--- config.mk ---
export PLATFORM = sky130hd
export DESIGN_NAME = serial_adder_ctrl
export DESIGN_NICKNAME = d
export VERILOG_FILES = /design/src/rtl/serial_adder_ctrl.sv
export SDC_FILE = /design/constraint.sdc
export NUM_CORES = 1
export LEC_CHECK = 0
export BUFFER_PORTS_ARGS = -buffer_cell sky130_fd_sc_hd__buf_2
export CAP_MARGIN = 15
export CORE_ASPECT_RATIO = 2
export CORE_UTILIZATION = 56
export CTS_BUF_LIST = sky130_fd_sc_hd__clkbuf_8
export CTS_CLUSTER_SIZE = 20
export DETAILED_ROUTE_END_ITERATION = 16
export PLACE_DENSITY = 0.82
export SKIP_CTS_REPAIR_TIMING = 1
export SLEW_MARGIN = 15
export SYNTH_ARGS = -nofsm -noshare
export SYNTH_HDL_FRONTEND = slang
export SYNTH_SLANG_ARGS = --single-unit
--- constraint.sdc ---
create_clock -name clk -period 2.79 [get_ports clk]
set_input_delay 0.279 -clock clk [delete_from_list [all_inputs] [get_ports clk]]
set_output_delay 0.279 -clock clk [all_outputs]
set_load 0.01 [all_outputs]
--- src/rtl/serial_adder_ctrl.sv ---
// serial_adder_ctrl
//   Bit-serial adder with a valid/ready handshake on both sides. Operands are
//   latched in IDLE, added one bit per cycle (LSB first) in RUN, and the result
//   is held in DONE until the consumer takes it.
//
//   Optional feature macro: SERIAL_ADDER_OVF_EN adds the registered signed
//   overflow output 'ovf'.
//
// Ports
//   clk        clock, rising edge
//   rst        synchronous active-high reset
//   in_valid   operands a/b valid
//   in_ready   block can accept operands (IDLE only)
//   a, b       WIDTH-bit operands
//   out_valid  sum/carry_out valid (DONE only)
//   out_ready  consumer accepts the result
//   sum        registered result, a+b mod 2^WIDTH
//   carry_out  carry out of the MSB
//   busy       high while in RUN
//   ovf        (SERIAL_ADDER_OVF_EN) carry into MSB ^ carry out of MSB
module serial_adder_ctrl #(
    parameter int WIDTH = 8
) (
    input  logic             clk,
    input  logic             rst,
    input  logic             in_valid,
    output logic             in_ready,
    input  logic [WIDTH-1:0] a,
    input  logic [WIDTH-1:0] b,
    output logic             out_valid,
    input  logic             out_ready,
    output logic [WIDTH-1:0] sum,
    output logic             carry_out,
`ifdef SERIAL_ADDER_OVF_EN
    output logic             ovf,
`endif
    output logic             busy
);
    localparam int IW = (WIDTH > 1) ? $clog2(WIDTH) : 1;

    typedef enum logic [1:0] {S_IDLE, S_RUN, S_DONE} state_t;

    state_t          state;
    logic [WIDTH-1:0] a_r, b_r;
    logic            c;
    logic [IW-1:0]   idx;

    // full adder as two half-adder stages
    logic ai, bi, hs, hc, s, cn, last;
    assign ai   = a_r[idx];
    assign bi   = b_r[idx];
    assign hs   = ai ^ bi;
    assign hc   = ai & bi;
    assign s    = hs ^ c;
    assign cn   = hc | (c & hs);
    assign last = (idx == IW'(WIDTH - 1));

    always_ff @(posedge clk) begin
        if (rst) begin
            state     <= S_IDLE;
            a_r       <= '0;
            b_r       <= '0;
            c         <= 1'b0;
            idx       <= '0;
            sum       <= '0;
            carry_out <= 1'b0;
            in_ready  <= 1'b1;
            out_valid <= 1'b0;
            busy      <= 1'b0;
`ifdef SERIAL_ADDER_OVF_EN
            ovf       <= 1'b0;
`endif
        end else begin
            case (state)
                S_IDLE: begin
                    if (in_valid) begin
                        a_r      <= a;
                        b_r      <= b;
                        c        <= 1'b0;
                        idx      <= '0;
                        state    <= S_RUN;
                        in_ready <= 1'b0;
                        busy     <= 1'b1;
                    end
                end
                S_RUN: begin
                    sum[idx] <= s;
                    c        <= cn;
                    if (last) begin
                        // idx stays at WIDTH-1; it is re-zeroed on the next accept
                        state     <= S_DONE;
                        busy      <= 1'b0;
                        out_valid <= 1'b1;
                        carry_out <= cn;
`ifdef SERIAL_ADDER_OVF_EN
                        ovf       <= c ^ cn;  // c is the carry into the MSB here
`endif
                    end else begin
                        idx <= idx + IW'(1);
                    end
                end
                S_DONE: begin
                    // completion edge returns to IDLE; accepting waits a cycle
                    if (out_ready) begin
                        state     <= S_IDLE;
                        out_valid <= 1'b0;
                        in_ready  <= 1'b1;
                    end
                end
                default: begin
                    state     <= S_IDLE;
                    in_ready  <= 1'b1;
                    out_valid <= 1'b0;
                    busy      <= 1'b0;
                end
            endcase
        end
    end
endmodule

==> run metrics <==
CTS buffer count=5; Clock Tree Buf Depth=2; drc violations=0; final hold vios=0; placed instance count=214; Seq cells post-synth=34; Top FF cell, synth=dfxtp_1; most frequent cells in the layout=nand2_1 (39), dfxtp_1 (34), buf_2 (31); FF-to-FF End=sum[3]; area grow syn2layout=14.2%; number of cells produced by synthesis=168; crit path time final=2.35 ns; hold path depth=3; Slew HR=0.422; FFs w/ async S/R, synth=0; Slew Limit Fails=0; CP required=2.95 ns; commonest non-fill, non-tap cell in the layout=nand2_1; CP Class=register to register; unrepaired setup endpoints after global routing=no; Total Nets Final=216; share of layout cells above drive strength 1=0.227; clock skew=roughly 0.0048 ns; status=finished clean; number of flops mapped to enable cells by yosys=0; count of cell types in the netlist=29; Reg2Reg Setup Slack=0.44 ns; Net Sw Power=roughly 0.00023 W; fmax=0.425 GHz; Hold Startpoint=b[5]; largest net degree at the start of global routing=37; Hold Path Class=input port to register; Routed WL=2950 um; final setup vio count=0; Worst Max-Slew Pin Slew=between 0.8 and 0.9 ns; Data arrival, critical path=2.51 ns; internal power=around 0.00075 W; DIE AREA=slightly below 0.003 sq mm; initial antenna violation count=0; Worst Hold End=b_r[5]; clock power share=0.371; met1 usage in global routing=0.244; first-pass GRT wire length=5170 um; clk_lat worst skew=~0.29 ns; top post-synthesis cells by area=dfxtp_1 (44%), nand2_1 (9.5%), a21oi_1 (6.8%), mux4_1 (6.8%), nand2b_1 (5.3%); CTS sink cnt=34; Comb pwr share=0.097; Leakage=0.790 nW; PD cells=559 mW/mm^2; DRT antenna net count=0; post-synthesis sequential area ratio=0.443; GRT busiest layer=met2; via/cell ratio=5.54; Clock transition at path regs=about 0.06 ns; period utilisation layout=0.843; GR Util All Layers=0.247; DR vias=1,230; H-Tree Depth=2; Die Y=76.1 um; Core ar.=between 0.002 and 0.003 sq mm; Avg Cell Area, Syn=~9.1 sq um; met2 usage=0.397; Mapped Nets=191; port buffer count=31; CTS root buf=clkbuf_8; CTS tree=yes; endpoint class of the critical path=register; number of antenna diodes=0; crit path max fanout=9; DRT iter0 DRCs=40; YS warnings=0; vias in the first global route=1,268; Peak VDD IR=0.502 mV; Synth area leader=dfxtp_1; maxcap violations=0; Reg power frac=0.532; IO Pins=32; r2r worst-path depth=5; setup TNS=0 ns; post-synth top area share=0.443; Synth Cell Area=0.00154 sq mm; met3 Usage GRT=0.0904; final cell count without fillers=222; Die W=between 30 and 40 um; Sw Ratio=0.239; crit path launch type=register; Site Rows=26; Pre-Repair DR Iteration Count=4; Initial Util=0.598; GPL Wtd Cong=0.779; HPWL Detailed=2120 um; Routed WL per cell=13.3 um; worst r2r src=idx[0]; grt total ovfl=0
-- critical path: stages, from the launching register on --
cell and delay [ns]:
dfxtp_1 0.52, mux4_1 0.60, mux2_2 0.29, fa_1 0.45, nand2b_1 0.23, mux2i_1 0.12
-- routing by layer --
metal,up-vias,part of all wire
met5,-,0
met4,0,0.042
met3,10,0.041
met2,33,0.53
met1,567,0.38
li1,620,-
-- sequential cells by signal, indices dropped and copies added (netlist names) --
signal and flops:
carry_out 1, idx 3, a_r 8, busy 1
state 2, in_ready 1, out_valid 1, b_r 8
sum 8, c 1
-- final cells by class --
class | count | area [sq um]
Clock inverter | 2 | 8.76
Tap cell | 28 | 35.0
Multi-Input combinational cell | 121 | 792
Sequential cell | 34 | 681
Fill cell | 225 | 816
Clock buffer | 6 | 82.6
Timing Repair Buffer | 31 | 155
-- worst max-delay path by stage --
stage	from	to	slack, ns
6_report	idx[0]	sum[3]	0.44
3_5_place_dp	idx[0]	sum[2]	0.42
4_1_cts	idx[0]	sum[2]	0.40
3_3_place_gp	idx[0]	sum[4]	0.56
2_1_floorplan	idx[0]	sum[0]	0.60
5_1_grt	idx[1]	sum[2]	0.29
-- kinds of logic (layout without fill, tap and decap cells) --
kind of cell	Yosys count	count (layout)	synth area share
AO/OA/AOI/OAI	30	30	0.110
adder cells (fa/ha/maj)	3	3	0.0293
buffers and inverters	13	39	0.0415
flip-flops	34	34	0.443
multiplexers	14	14	0.135
AND/OR/NAND/NOR	74	74	0.241
-- power groups by stage --
stage | sequential (W) | combinational, W | clock [W]
after floorplan | 0.000526 | 0.0000756 | 0
after global placement | 0.000532 | 0.0000903 | 0
after detailed placement | 0.000533 | 0.0000950 | 0
after CTS | 0.000522 | 0.0000956 | 0.000374
after global routing | 0.000525 | 0.000108 | 0.000397
final | 0.000522 | 0.0000947 | 0.000364
-- metrics by stage --
| step | hold slack [ns] | area (sq um) | total power (W) | worst slack, ns | utilization |
|---|---|---|---|---|---|
| final | 0.228 | 1750 | 0.000981 | 0.438 | 0.683 |
| after global routing | 0.227 | 1750 | 0.00103 | 0.292 | 0.683 |
| after CTS | 0.220 | 1750 | 0.000992 | 0.405 | 0.683 |
| after detailed placement | 0.448 | 1660 | 0.000628 | 0.416 | 0.647 |
| after global placement | 0.442 | 1660 | 0.000622 | 0.559 | 0.647 |
| after floorplan | 0.415 | 1540 | 0.000602 | 0.600 | - |
-- cells in the mapped netlist, types with 2 or more instances --
library cell,number
buf_2,6
mux2i_1,8
a21oi_1,21
nor2_1,5
nand2_1,39
nand3_1,5
dfxtp_1,34
mux2_2,2
o21ai_0,2
nor3b_1,3
nand3b_1,2
nor2b_1,2
clkbuf_1,5
ha_1,2
mux4_1,4
a22oi_1,2
or3b_2,2
nand2b_1,13
No activity file was read; power rests on OpenSTA's default activity.
